[src/rtl/pc_pkg.sv]
// Shared definitions for the program-counter block: redirect sources and default vectors.
package pc_pkg;

  typedef enum logic [2:0] {
    SRC_NONE,
    SRC_SEQ,
    SRC_PEND,
    SRC_JUMP,
    SRC_RET,
    SRC_BR,
    SRC_EXC
  } redirect_src_e;

  localparam logic [31:0] DEF_RESET_VECTOR = 32'h0000_0000;
  localparam logic [31:0] DEF_EXC_VECTOR   = 32'h8000_0180;

endpackage

[src/rtl/ras_stack.sv]
// Circular return-address stack: push, pop, or replace-top, with the oldest entry
// overwritten when pushing onto a full stack.
module ras_stack #(
  parameter  int DEPTH = 4,
  parameter  int WIDTH = 32,
  localparam int PW    = $clog2(DEPTH),
  localparam int CW    = $clog2(DEPTH + 1)
) (
  input  logic             i_clk,
  input  logic             i_reset,
  input  logic             i_push,
  input  logic             i_pop,
  input  logic [WIDTH-1:0] i_push_data,
  output logic [WIDTH-1:0] o_top,
  output logic [CW-1:0]    o_count,
  output logic             o_empty,
  output logic             o_full,
  output logic             o_overflow
);

  logic [WIDTH-1:0] r_mem [DEPTH];
  logic [PW-1:0]    r_ptr;
  logic [CW-1:0]    r_count;
  logic             r_overflow;

  logic [PW-1:0]    w_top_idx;
  logic [PW-1:0]    w_wr_idx;
  logic             w_replace;

  assign w_top_idx = r_ptr - 1'b1;
  assign o_empty   = (r_count == '0);
  assign o_full    = (r_count == CW'(DEPTH));
  assign w_replace = i_push && i_pop && !o_empty;
  assign w_wr_idx  = w_replace ? w_top_idx : r_ptr;

  assign o_top      = r_mem[w_top_idx];
  assign o_count    = r_count;
  assign o_overflow = r_overflow;

  // NOTE: storage array has no reset; r_count alone decides which entries are valid.
  always_ff @(posedge i_clk) begin
    if (i_push) r_mem[w_wr_idx] <= i_push_data;
  end

  // NOTE: all state updates use non-blocking assignments so every register samples pre-edge values.
  always_ff @(posedge i_clk) begin
    if (i_reset) begin
      r_ptr      <= '0;
      r_count    <= '0;
      r_overflow <= 1'b0;
    end else begin
      r_overflow <= i_push && !i_pop && o_full;
      if (i_push && !w_replace) begin
        // Plain push (or replace on empty, which behaves as a push); on full the pointer lands on the oldest slot.
        r_ptr <= r_ptr + 1'b1;
        if (!o_full) r_count <= r_count + 1'b1;
      end else if (i_pop && !i_push && !o_empty) begin
        r_ptr   <= w_top_idx;
        r_count <= r_count - 1'b1;
      end
    end
  end

endmodule

[src/rtl/pc_control_unit.sv]
// IF-stage program counter: prioritised next-PC selection, one-entry pending redirect
// held across stalls, and call/return prediction through a return-address stack.
module pc_control_unit
  import pc_pkg::*;
#(
  parameter  int               WIDTH        = 32,
  parameter  logic [WIDTH-1:0] RESET_VECTOR = WIDTH'(DEF_RESET_VECTOR),
  parameter  logic [WIDTH-1:0] EXC_VECTOR   = WIDTH'(DEF_EXC_VECTOR),
  parameter  int               INC          = 4,
  parameter  int               RAS_DEPTH    = 4,
  localparam int               CW           = $clog2(RAS_DEPTH + 1)
) (
  input  logic             Clk,
  input  logic             Reset,
  input  logic             PCWrite,
  input  logic             ExcValid,
  input  logic             BranchTaken,
  input  logic [WIDTH-1:0] BranchTarget,
  input  logic             JumpValid,
  input  logic [WIDTH-1:0] JumpTarget,
  input  logic             Call,
  input  logic             Return,
  output logic [WIDTH-1:0] PCResult,
  output logic [WIDTH-1:0] PCPlusInc,
  output logic [CW-1:0]    RasCount,
  output logic             RasEmpty,
  output logic             RasFull,
  output logic             RasOverflow
);

  logic [WIDTH-1:0] r_pc;
  logic             r_pend_valid;
  logic [WIDTH-1:0] r_pend_target;

  redirect_src_e    w_src;
  logic [WIDTH-1:0] w_target;
  logic [WIDTH-1:0] w_ras_top;
  logic             w_jump_wins;
  logic             w_ras_push;
  logic             w_ras_pop;

  assign PCResult  = r_pc;
  assign PCPlusInc = r_pc + WIDTH'(INC);

  // RAS only moves when the jump itself is the winning redirect.
  assign w_jump_wins = JumpValid && !ExcValid && !BranchTaken;
  assign w_ras_push  = w_jump_wins && Call;
  assign w_ras_pop   = w_jump_wins && Return;

  // NOTE: every combinational output gets a default first so no latch is inferred.
  always_comb begin
    w_src    = SRC_NONE;
    w_target = r_pc;
    if (ExcValid) begin
      w_src    = SRC_EXC;
      w_target = EXC_VECTOR;
    end else if (BranchTaken) begin
      w_src    = SRC_BR;
      w_target = BranchTarget;
    end else if (JumpValid && Return) begin
      w_src    = SRC_RET;
      w_target = RasEmpty ? JumpTarget : w_ras_top;
    end else if (JumpValid) begin
      w_src    = SRC_JUMP;
      w_target = JumpTarget;
    end else if (PCWrite && r_pend_valid) begin
      w_src    = SRC_PEND;
      w_target = r_pend_target;
    end else if (PCWrite) begin
      w_src    = SRC_SEQ;
      w_target = PCPlusInc;
    end
  end

  always_ff @(posedge Clk) begin
    if (Reset) begin
      r_pc          <= RESET_VECTOR;
      r_pend_valid  <= 1'b0;
      r_pend_target <= '0;
    end else begin
      case (w_src)
        SRC_EXC, SRC_PEND, SRC_SEQ: begin
          r_pc         <= w_target;
          r_pend_valid <= 1'b0;
        end
        SRC_BR, SRC_RET, SRC_JUMP: begin
          if (PCWrite) begin
            r_pc         <= w_target;
            r_pend_valid <= 1'b0;
          end else begin
            r_pend_valid  <= 1'b1;
            r_pend_target <= w_target;
          end
        end
        default: ;
      endcase
    end
  end

  ras_stack #(
    .DEPTH (RAS_DEPTH),
    .WIDTH (WIDTH)
  ) u_ras (
    .i_clk       (Clk),
    .i_reset     (Reset),
    .i_push      (w_ras_push),
    .i_pop       (w_ras_pop),
    .i_push_data (PCPlusInc),
    .o_top       (w_ras_top),
    .o_count     (RasCount),
    .o_empty     (RasEmpty),
    .o_full      (RasFull),
    .o_overflow  (RasOverflow)
  );

endmodule
[config.mk]
export PLATFORM = sky130hd
export DESIGN_NAME = pc_control_unit
export DESIGN_NICKNAME = d
export VERILOG_FILES = /design/src/rtl/pc_pkg.sv /design/src/rtl/ras_stack.sv /design/src/rtl/pc_control_unit.sv
export SDC_FILE = /design/constraint.sdc
export NUM_CORES = 1
export LEC_CHECK = 0
export BUFFER_PORTS_ARGS = -buffer_cell sky130_fd_sc_hd__buf_2
export CAP_MARGIN = 20
export CORE_MARGIN = 2
export CORE_UTILIZATION = 35
export CTS_CLUSTER_SIZE = 40
export DETAILED_ROUTE_END_ITERATION = 10
export PLACE_DENSITY = 0.61
export SETUP_SLACK_MARGIN = 0.4
export SLEW_MARGIN = 20
export SYNTH_ARGS = -nofsm -noshare
export SYNTH_HDL_FRONTEND = slang
export SYNTH_SLANG_ARGS = --single-unit
[constraint.sdc]
create_clock -name Clk -period 4.6 [get_ports Clk]
set_input_delay 0.46 -clock Clk [delete_from_list [all_inputs] [get_ports Clk]]
set_output_delay 0.46 -clock Clk [all_outputs]
set_load 0.02 [all_outputs]
==> results of run 1 <==
-- critical path: stages (launching register included) --
cell and delay (ps):
dfxtp_1 410, ha_1 510, nand4_2 190, or4_4 560
nor2_1 310, nand3_1 150, xnor2_1 410, buf_2 260
-- synth_stat cells (9+ instances only) --
| master | number |
|---|---|
| nand2b_1 | 17 |
| nand2_1 | 114 |
| nand3_1 | 54 |
| a311oi_1 | 13 |
| nor3_1 | 15 |
| or3_1 | 11 |
| a31oi_1 | 13 |
| mux2i_1 | 10 |
| o21ai_0 | 41 |
| nor4_1 | 9 |
| clkbuf_1 | 58 |
| and3_1 | 12 |
| dfxtp_1 | 71 |
| mux4_2 | 32 |
| a21oi_1 | 48 |
| edfxtp_1 | 128 |
| a211oi_1 | 26 |
| buf_2 | 11 |
| xor2_1 | 11 |
| o22ai_1 | 9 |
| nor2_1 | 62 |
| xnor2_1 | 20 |
| inv_1 | 16 |
-- layer usage --
metal | GRT usage (%) | vias up | wire length, um
li1 | - | 3615 | -
met1 | 30.1 | 3918 | 13900
met2 | 35.1 | 345 | 14600
met3 | 4.90 | 32 | 2550
met4 | 5.23 | 0 | 400
met5 | 0 | - | 0
-- registers in the layout (all words and copies together) (netlist names) --
| signal | count |
|---|---|
| u_ras.r_mem | 128 |
| PCResult | 32 |
| r_pend_target | 32 |
| u_ras.o_count | 3 |
| u_ras.r_ptr | 2 |
| r_pend_valid | 1 |
| u_ras.o_overflow | 1 |
-- area by class of cell --
class                   count  area share (%)
repair buffers            164            7.66
inverters                  17           0.557
well taps                 378            4.13
clock inverters             9            1.32
clock buffers              23            3.99
flip-flops and latches    199            46.0
multi-input cells         613            36.4
-- worst max path at each step --
stage                              to        startpoint  slack, ps  cells after the start
floorplan           u_ras.r_mem[3][0]  u_ras.o_count[0]       1040                      5
global route            PCPlusInc[22]       PCResult[2]        600                      7
CTS                     PCPlusInc[22]       PCResult[2]        860                      7
finish                  PCPlusInc[22]       PCResult[2]        890                      7
global placement        PCPlusInc[22]       PCResult[2]       1410                      7
detailed placement      PCPlusInc[22]       PCResult[2]       1340                      7
-- cell families after synthesis --
logic type | Yosys count | synth area share [%]
simple gates | 331 | 16.4
compound gates | 203 | 13.7
flops | 199 | 53.8
buf+inv | 99 | 4.17
mux | 46 | 8.84
xor+xnor | 31 | 2.77
fa+ha+maj | 2 | 0.332
-- stage by stage --
step | hold slack, ps | cells | power [mW]
2_1_floorplan | 420 | 911 | 2.27
3_3_place_gp | 433 | 1371 | 2.44
3_5_place_dp | 440 | 1371 | 2.45
4_1_cts | 246 | 1403 | 4.02
5_1_grt | 259 | 1403 | 4.13
6_report | 263 | 1403 | 4.00
-- power by group --
| part | total (mW) | internal, mW | switching [mW] |
|---|---|---|---|
| combinational | 0.429 | 0.150 | 0.279 |
| clock | 1.59 | 0.925 | 0.662 |
| sequential | 1.98 | 1.93 | 0.0492 |
| total | 4.00 | 3.01 | 0.990 |
==> impl_metrics.csv, run 1 <==
group,metric,value,unit
run_status,status,"finished, final reports clean",
global_route,grt_pass1_wl,47300,um
critical_path,cp.arrival,3250,ps
placement,place.gp.congestion,1.00,
sta,drv_slew,0,
critical_path,crit_fanout,14,
synthesis,yosys_warnings,0,
detailed_routing,drt_first_iter_violations,849,
synthesis,ys_async_sr_fraction,0,%
placement,placed_area,10900,sq um
critical_path,reg2reg_depth,5,
critical_path,critPathLaunchType,"flip-flop",
sta,setup_tns,0,ps
synthesis,ys.flop_type,"edfxtp_1",
sta,fin_ws,891,ps
final_layout,area_growth,17.1,%
clock_network,cts_max_level,4,
die,num_rows,61,
final_layout,layout_commonest_cell,"buf_2",
clock_network,clock_latency,440,ps
placement,dpl_worst_slack,1340,ps
flow_run,max-cap-violations,0,
sta,slew_headroom,28.6,%
critical_path,path_class,"flip-flop to primary output",
final_layout,final_cell_mix,"buf_2 (141), edfxtp_1 (128), nand2_1 (114)",
critical_path,critPathRequiredTime,4140,ps
global_route,grt_max_degree,45,
clock_network,cts_resized,0,
power,peakVddDrop,0.000232,V
global_route,overflow,0,
hold_path,min_path_type,"primary input to flip-flop",
power,powerDensity,349,nW/um^2
clock_network,cts_made_buffers,17,
clock_network,clock_sinks,199,
clock_network,cts_tree,"yes",
sta,fin_skew,10.2,ps
clock_network,clk_path_buf_depth,2,
hold_path,hold_end,"u_ras.o_overflow",
synthesis,syn_inst,911,
placement,port_buffers,141,
detailed_routing,routed_wl,31400,um
die,die_area,29300,sq um
sta,worst_slew_pin_slew,1070,ps
final_layout,diodes,0,
global_route,grt_pass1_vias,7521,
final_layout,fin_area,11500,sq um
detailed_routing,wl_per_cell,22.4,um
synthesis,netlist.area_leader.share,39.2,%
detailed_routing,ant_nets,0,
synthesis,synth.distinct_cells,66,
detailed_routing,drc,0,
final_layout,layout-drive-gt1-share,24.1,%
synthesis,ys_seq_elements,199,
final_layout,final_nets,1086,
final_layout,multiInputGateArea,4170,sq um
clock_network,root_buffer,"clkbuf_16",
synthesis,netlist_area,9790,sq um
synthesis,synth_nets,985,
detailed_routing,vias,7910,
die,fp.dieH,171,um
synthesis,avgSynthCellArea,10.7,sq um
clock_network,cts_setup_buffers,0,
synthesis,synth_seq_area_share,53.8,%
sta,setup_viol,0,
clock_network,clk_pin_slew,70,ps
synthesis,synth_area_leaders,"edfxtp_1 (39%), dfxtp_1 (15%), mux4_2 (7.4%)",
final_layout,num-fill-cells,2732,
placement,hpwlAfterDp,22100,um
hold_path,worstHoldStart,"Return",
sta,final_hold_viol_count,0,
detailed_routing,vias_per_cell,5.64,
synthesis,synth-edff-count,128,
sta,timing.fmax,270,MHz
final_layout,seqCellArea,5270,sq um
die,io_pins,142,
power,power.leakage,4.04,nW
critical_path,r2r-end,"u_ras.r_mem[1][7]",
clock_network,cts_hold_buf,0,
synthesis,yosys.area.top_type,"edfxtp_1",
global_route,grt_usage,21.8,%
die,fp.dieW,171,um
critical_path,reg2reg_from,"u_ras.r_ptr[1]",
detailed_routing,dr.pass1.iters,5,
die,start_util,35.4,%
critical_path,cp-end-kind,"primary output",
critical_path,r2r_slack,1650,ps
sta,finalCriticalPeriod,3710,ps
die,core_area,27600,sq um
final_layout,final_util,41.5,%
hold_path,holdPathStages,2,
sta,fin_crit_sh,80.6,%
sta,grt_setup_unrepaired,"no",
global_route,antenna_found_initial,0,
Power figures use the tool's default switching activity.
==> inputs of run 2 (changes only) <==
==> constraint.sdc (replaced) <==
create_clock -name Clk -period 3.6 [get_ports Clk]
set_input_delay 0.36 -clock Clk [delete_from_list [all_inputs] [get_ports Clk]]
set_output_delay 0.36 -clock Clk [all_outputs]
set_load 0.02 [all_outputs]
==> run 2 against run 1 <==
Effect of this change: critical endpoint is now PCPlusInc[26]; design area is 2.3% higher; count of clock-buffer cells in the layout is 2 higher; largest cell class unchanged; critical path depth is 1 lower; non-clock buffer count is 17 higher.
==> impl_metrics.csv, run 2 (same netlist as run 1, synthesis figures left out) <==
group,metric,value,unit
critical_path,path_class,"flip-flop to primary output",
sta,fin_crit_sh,84.9,%
critical_path,crit_path_cell_trace,"ha_1, nand4_2, or4_4, or4_4, xnor2_4, buf_2",
die,start_util,35.4,%
final_layout,largest_register_ffs,128,
power,peakVddDrop,0.000242,V
critical_path,cpPeakStageDelay,590,ps
sta,drv_slew,0,
global_route,grtUsageMet1,31.2,%
detailed_routing,routed_wl,32300,um
sta,setup_viol,0,
clock_network,clk_pin_slew,70,ps
clock_network,cts_max_level,4,
critical_path,reg2reg_from,"r_pend_valid",
sta,setup_tns,0,ps
clock_network,clk_path_buf_depth,2,
critical_path,cp.arrival,2700,ps
detailed_routing,vias_per_cell,5.60,
critical_path,crit_path_frequent_cell,"or4_4",
placement,hpwlAfterDp,23100,um
final_layout,seqCellArea,5280,sq um
critical_path,crit_fanout,6,
critical_path,slowest_stage,"or4_4",
critical_path,critPathLaunchType,"flip-flop",
die,num_rows,61,
die,fp.dieH,171,um
sta,slew_headroom,46.1,%
global_route,overflow,0,
clock_network,cts_hold_buf,0,
placement,place.gp.congestion,0.957,
detailed_routing,ant_nets,0,
clock_network,cts_tree,"yes",
critical_path,cp-end-kind,"primary output",
sta,fin_skew,12.3,ps
power,powerDensity,440,nW/um^2
clock_network,cts_made_buffers,17,
clock_network,clock_sinks,199,
clock_network,root_buffer,"clkbuf_16",
final_layout,num-fill-cells,2666,
die,core_area,27600,sq um
detailed_routing,wl_per_cell,22.8,um
final_layout,fin_area,11700,sq um
global_route,grt_max_degree,35,
global_route,grt_busiest_layer,"met2",
sta,finalCriticalPeriod,3060,ps
sta,timing.fmax,327,MHz
final_layout,multiInputGateArea,4270,sq um
detailed_routing,drt_first_iter_violations,764,
global_route,use_met2,35.0,%
sta,grt_setup_unrepaired,"no",
die,fp.dieW,171,um
clock_network,clock_latency,450,ps
placement,port_buffers,141,
placement,placed_area,11000,sq um
sta,fin_ws,543,ps
sta,worst_slew_pin_slew,808,ps
flow_run,max-cap-violations,0,
final_layout,area_growth,19.8,%
critical_path,startpoint,"PCResult[2]",
critical_path,critPathRequiredTime,3240,ps
final_layout,final_nets,1103,
power,power.leakage,4.21,nW
placement,dpl_worst_slack,748,ps
detailed_routing,drc,0,
final_layout,final_util,42.5,%
global_route,grt_pass1_vias,7600,
die,io_pins,142,
sta,final_hold_viol_count,0,
detailed_routing,dr.pass1.iters,5,
final_layout,diodes,0,
placement,placedCellCount,1387,
final_layout,layout.cells.non_filler,1420,
run_status,status,"finished, final reports clean",
hold_path,min_path_type,"primary input to flip-flop",
hold_path,worstHoldStart,"Return",
die,die_area,29300,sq um
final_layout,top_register,"u_ras.r_mem",
global_route,use_met3,4.86,%
global_route,grt_usage,22.4,%
global_route,grt_pass1_wl,48100,um
final_layout,layout_commonest_cell,"buf_2",
final_layout,final_cell_mix,"buf_2 (141), edfxtp_1 (128), nand2_1 (113)",
global_route,antenna_found_initial,0,
detailed_routing,vias,7949,
final_layout,layout-drive-gt1-share,27.5,%
run 2: area by class of cell:
class	instances	share of cell area [%]
Clock buffer	25	4.51
Clock inverter	7	0.864
Inverter	17	0.544
Multi-Input combinational cell	613	36.4
Sequential cell	199	45.0
Tap cell	378	4.03
Timing Repair Buffer	181	8.68
run 2: critical path, delay by kind of cell (launching register included):
kind                     cells  cell delay [ps]
XOR/XNOR                     1              260
AND/OR/NAND/NOR              3             1220
adder cells (fa/ha/maj)      1              190
flip-flops                   1              370
buffers and inverters        1              210
run 2: stage by stage:
| step | hold WS (ps) | total power, mW |
|---|---|---|
| 2_1_floorplan | 420 | 2.90 |
| 3_3_place_gp | 433 | 3.14 |
| 3_5_place_dp | 439 | 3.14 |
| 4_1_cts | 141 | 5.18 |
| 5_1_grt | 152 | 5.32 |
| 6_report | 148 | 5.16 |
run 2: timing repair:
| action | 4_1_cts | 5_1_grt |
|---|---|---|
| endpoints found under the setup margin | 9 | 14 |
| pin swaps | 0 | 2 |
| buffers inserted | 0 | 1 |
| resized for setup | 11 | 12 |
run 2: final timing paths:
check	end	slack, ps	depth (start not counted)
max reg2reg	r_pend_target[9]	1090	7
min	u_ras.o_overflow	150	2
min reg2reg	r_pend_target[13]	450	2
max	PCPlusInc[26]	540	6
run 2: power breakdown:
part	internal [mW]	switching (mW)	leakage [nW]
clock	1.18	0.888	0.300
sequential	2.47	0.0581	1.72
combinational	0.201	0.369	2.19
run 2: layer usage:
metal	part of all wire (%)	wire length [um]	vias to the layer above
met4	1.8	589	0
met1	44	14300	3918
li1	-	-	3658
met3	8.1	2610	38
met2	46	14800	335
met5	0	0	-
==> inputs of run 3 (changes only) <==
--- a/config.mk
+++ b/config.mk
@@ -11,7 +11,7 @@
 export CORE_UTILIZATION = 35
 export CTS_CLUSTER_SIZE = 40
 export DETAILED_ROUTE_END_ITERATION = 10
-export PLACE_DENSITY = 0.61
+export PLACE_DENSITY = 0.63
 export SETUP_SLACK_MARGIN = 0.4
 export SLEW_MARGIN = 20
 export SYNTH_ARGS = -nofsm -noshare
==> constraint.sdc (replaced) <==
create_clock -name Clk -period 2.5 [get_ports Clk]
set_input_delay 0.25 -clock Clk [delete_from_list [all_inputs] [get_ports Clk]]
set_output_delay 0.25 -clock Clk [all_outputs]
set_load 0.02 [all_outputs]
==> run 3 against run 2 <==
Effect of this change: sequential power rose by 43%; core utilization rose by 7.5 points; count of clock-buffer cells in the layout fell by 5; non-clock buffer count rose by 128; flip-flop and latch count did not move; critical path depth fell by 1; register-to-register slack got worse by 870 ps; worst hold slack got worse by 100 ps; largest power group unchanged; combinational power rose by 88%; the flow now finishes with violations (negative setup slack); global-route usage rose by 2.0 points.
==> impl_metrics.csv, run 3 (same netlist as run 1, synthesis figures left out) <==
group,metric,value,unit
critical_path,cpPeakStageDelay,590,ps
power,power.switching,1.99,mW
sta,timing.hold.ws,44.0,ps
clock_network,clock_sinks,199,
global_route,grt_max_degree,29,
critical_path,crit_path_cell_trace,"nand3_4, or4_4, or4_4, xnor2_4, buf_6",
power,power.leakage,5.19,nW
critical_path,critPathRequiredTime,2250,ps
sta,fin_skew,12.2,ps
placement,port_buffers,141,
detailed_routing,drc,0,
sta,setup_tns,-719,ps
placement,hpwlAfterDp,24600,um
detailed_routing,wl_met1,15600,um
sta,fin_crit_sh,107,%
sta,worst_slew_pin_slew,596,ps
final_layout,fin_area,13800,sq um
power,p_clk_share,38.1,%
final_layout,multiInputGateArea,4910,sq um
die,num_rows,61,
sta,finalCriticalPeriod,2680,ps
final_layout,area_growth,41.0,%
sta,timing.fmax,373,MHz
flow_run,max-cap-violations,0,
final_layout,layout-drive-gt1-share,42.6,%
critical_path,critPathLaunchType,"flip-flop",
final_layout,diodes,0,
power,switching_share,26.2,%
global_route,overflow,0,
detailed_routing,dr_wl_met2,16900,um
clock_network,clock_latency,450,ps
clock_network,cts_hold_buf,0,
detailed_routing,dr.max_layer_used,"met4",
global_route,grt_pass1_vias,8405,
final_layout,layout_commonest_cell,"edfxtp_1",
die,fp.dieW,171,um
power,powerDensity,549,nW/um^2
power,power.internal,5.59,mW
detailed_routing,dr.pass1.iters,6,
final_layout,layout.cells.non_filler,1547,
detailed_routing,drt_first_iter_violations,879,
final_layout,final_nets,1231,
power,peakVddDrop,0.000337,V
clock_network,cts_made_buffers,17,
run_status,status,"complete, but fails checks",
power,seq_power_share,47.7,%
sta,final_hold_viol_count,0,
critical_path,path_class,"flip-flop to primary output",
placement,dpl_worst_slack,162,ps
critical_path,crit_path_frequent_cell,"or4_4",
die,start_util,35.4,%
critical_path,reg2reg_depth,7,
power,power_frac_comb,14.1,%
sta,setup_viol,8,
placement,place.gp.congestion,0.952,
clock_network,cts_max_level,4,
detailed_routing,wl_per_cell,23.1,um
final_layout,final_cell_mix,"edfxtp_1 (128), buf_4 (127), buf_2 (118)",
global_route,grt_pass1_wl,52600,um
detailed_routing,ant_nets,0,
clock_network,cts_tree,"yes",
clock_network,clk_path_buf_depth,2,
placement,placed_area,11700,sq um
sta,fin_ws,-179,ps
global_route,grt_usage,24.3,%
final_layout,seqCellArea,5350,sq um
sta,drv_slew,0,
die,io_pins,142,
die,die_area,29300,sq um
detailed_routing,vias,8731,
run_status,violations,"negative setup slack",
critical_path,cp.arrival,2430,ps
final_layout,num-fill-cells,2529,
clock_network,clk_pin_slew,70,ps
hold_path,holdPathStages,2,
final_layout,largest_register_ffs,128,
power,power,7.58,mW
critical_path,cp-end-kind,"primary output",
global_route,antenna_found_initial,0,
clock_network,root_buffer,"clkbuf_16",
detailed_routing,dr_wl_met3,2460,um
hold_path,min_path_type,"primary input to flip-flop",
final_layout,top_register,"u_ras.r_mem",
sta,grt_setup_unrepaired,"yes",
sta,slew_headroom,60.1,%
die,fp.dieH,171,um
die,core_area,27600,sq um
critical_path,crit_fanout,6,
detailed_routing,vias_per_cell,5.64,
detailed_routing,routed_wl,35700,um
placement,placedCellCount,1434,
final_layout,final_util,50.0,%
critical_path,slowest_stage,"or4_4",
==> run 3: cell type report <==
type	count	share of cell area, %
flip-flops and latches	199	38.7
inverters	17	0.462
repair buffers	309	17.5
well taps	378	3.42
clock buffers	20	3.23
clock inverters	11	1.08
multi-input cells	613	35.5
==> run 3: path summary, 6_finish.rpt <==
kind | from | to | slack (ps)
setup / recovery | PCResult[14] | PCPlusInc[26] | -180
hold / removal | Return | u_ras.o_overflow | 40
setup reg to reg | PCResult[14] | PCResult[28] | 220
hold reg to reg | r_pend_target[24] | r_pend_target[24] | 450
==> run 3: critical path: cells and delay by family, from the launching register on <==
family / cells / cell delay, ps
simple gates: 3 / 1170
buf+inv: 1 / 160
xor+xnor: 1 / 270
flops: 1 / 380
==> run 3: timing repair <==
| item | CTS | global route |
|---|---|---|
| setup buffers | 49 | 31 |
| gates resized for setup | 125 | 69 |
| gates cloned | 1 | 1 |
| pin swaps | 31 | 45 |
| setup endpoints to repair | 135 | 61 |
==> run 3: per-layer routing <==
layer,vias to the layer above,track usage (%)
met5,-,0
met4,0,6.85
met3,48,4.76
met2,368,39.5
met1,4403,33.2
li1,3912,-
==> run 3: power by group through the flow <==
stage                     Clock, mW  Combinational [mW]  Sequential, mW
after global placement            0               0.897            3.70
final                          2.89                1.07            3.61
after CTS                      2.91               0.990            3.61
after floorplan                   0               0.517            3.70
after detailed placement          0               0.900            3.70
after global routing           3.04                1.14            3.62
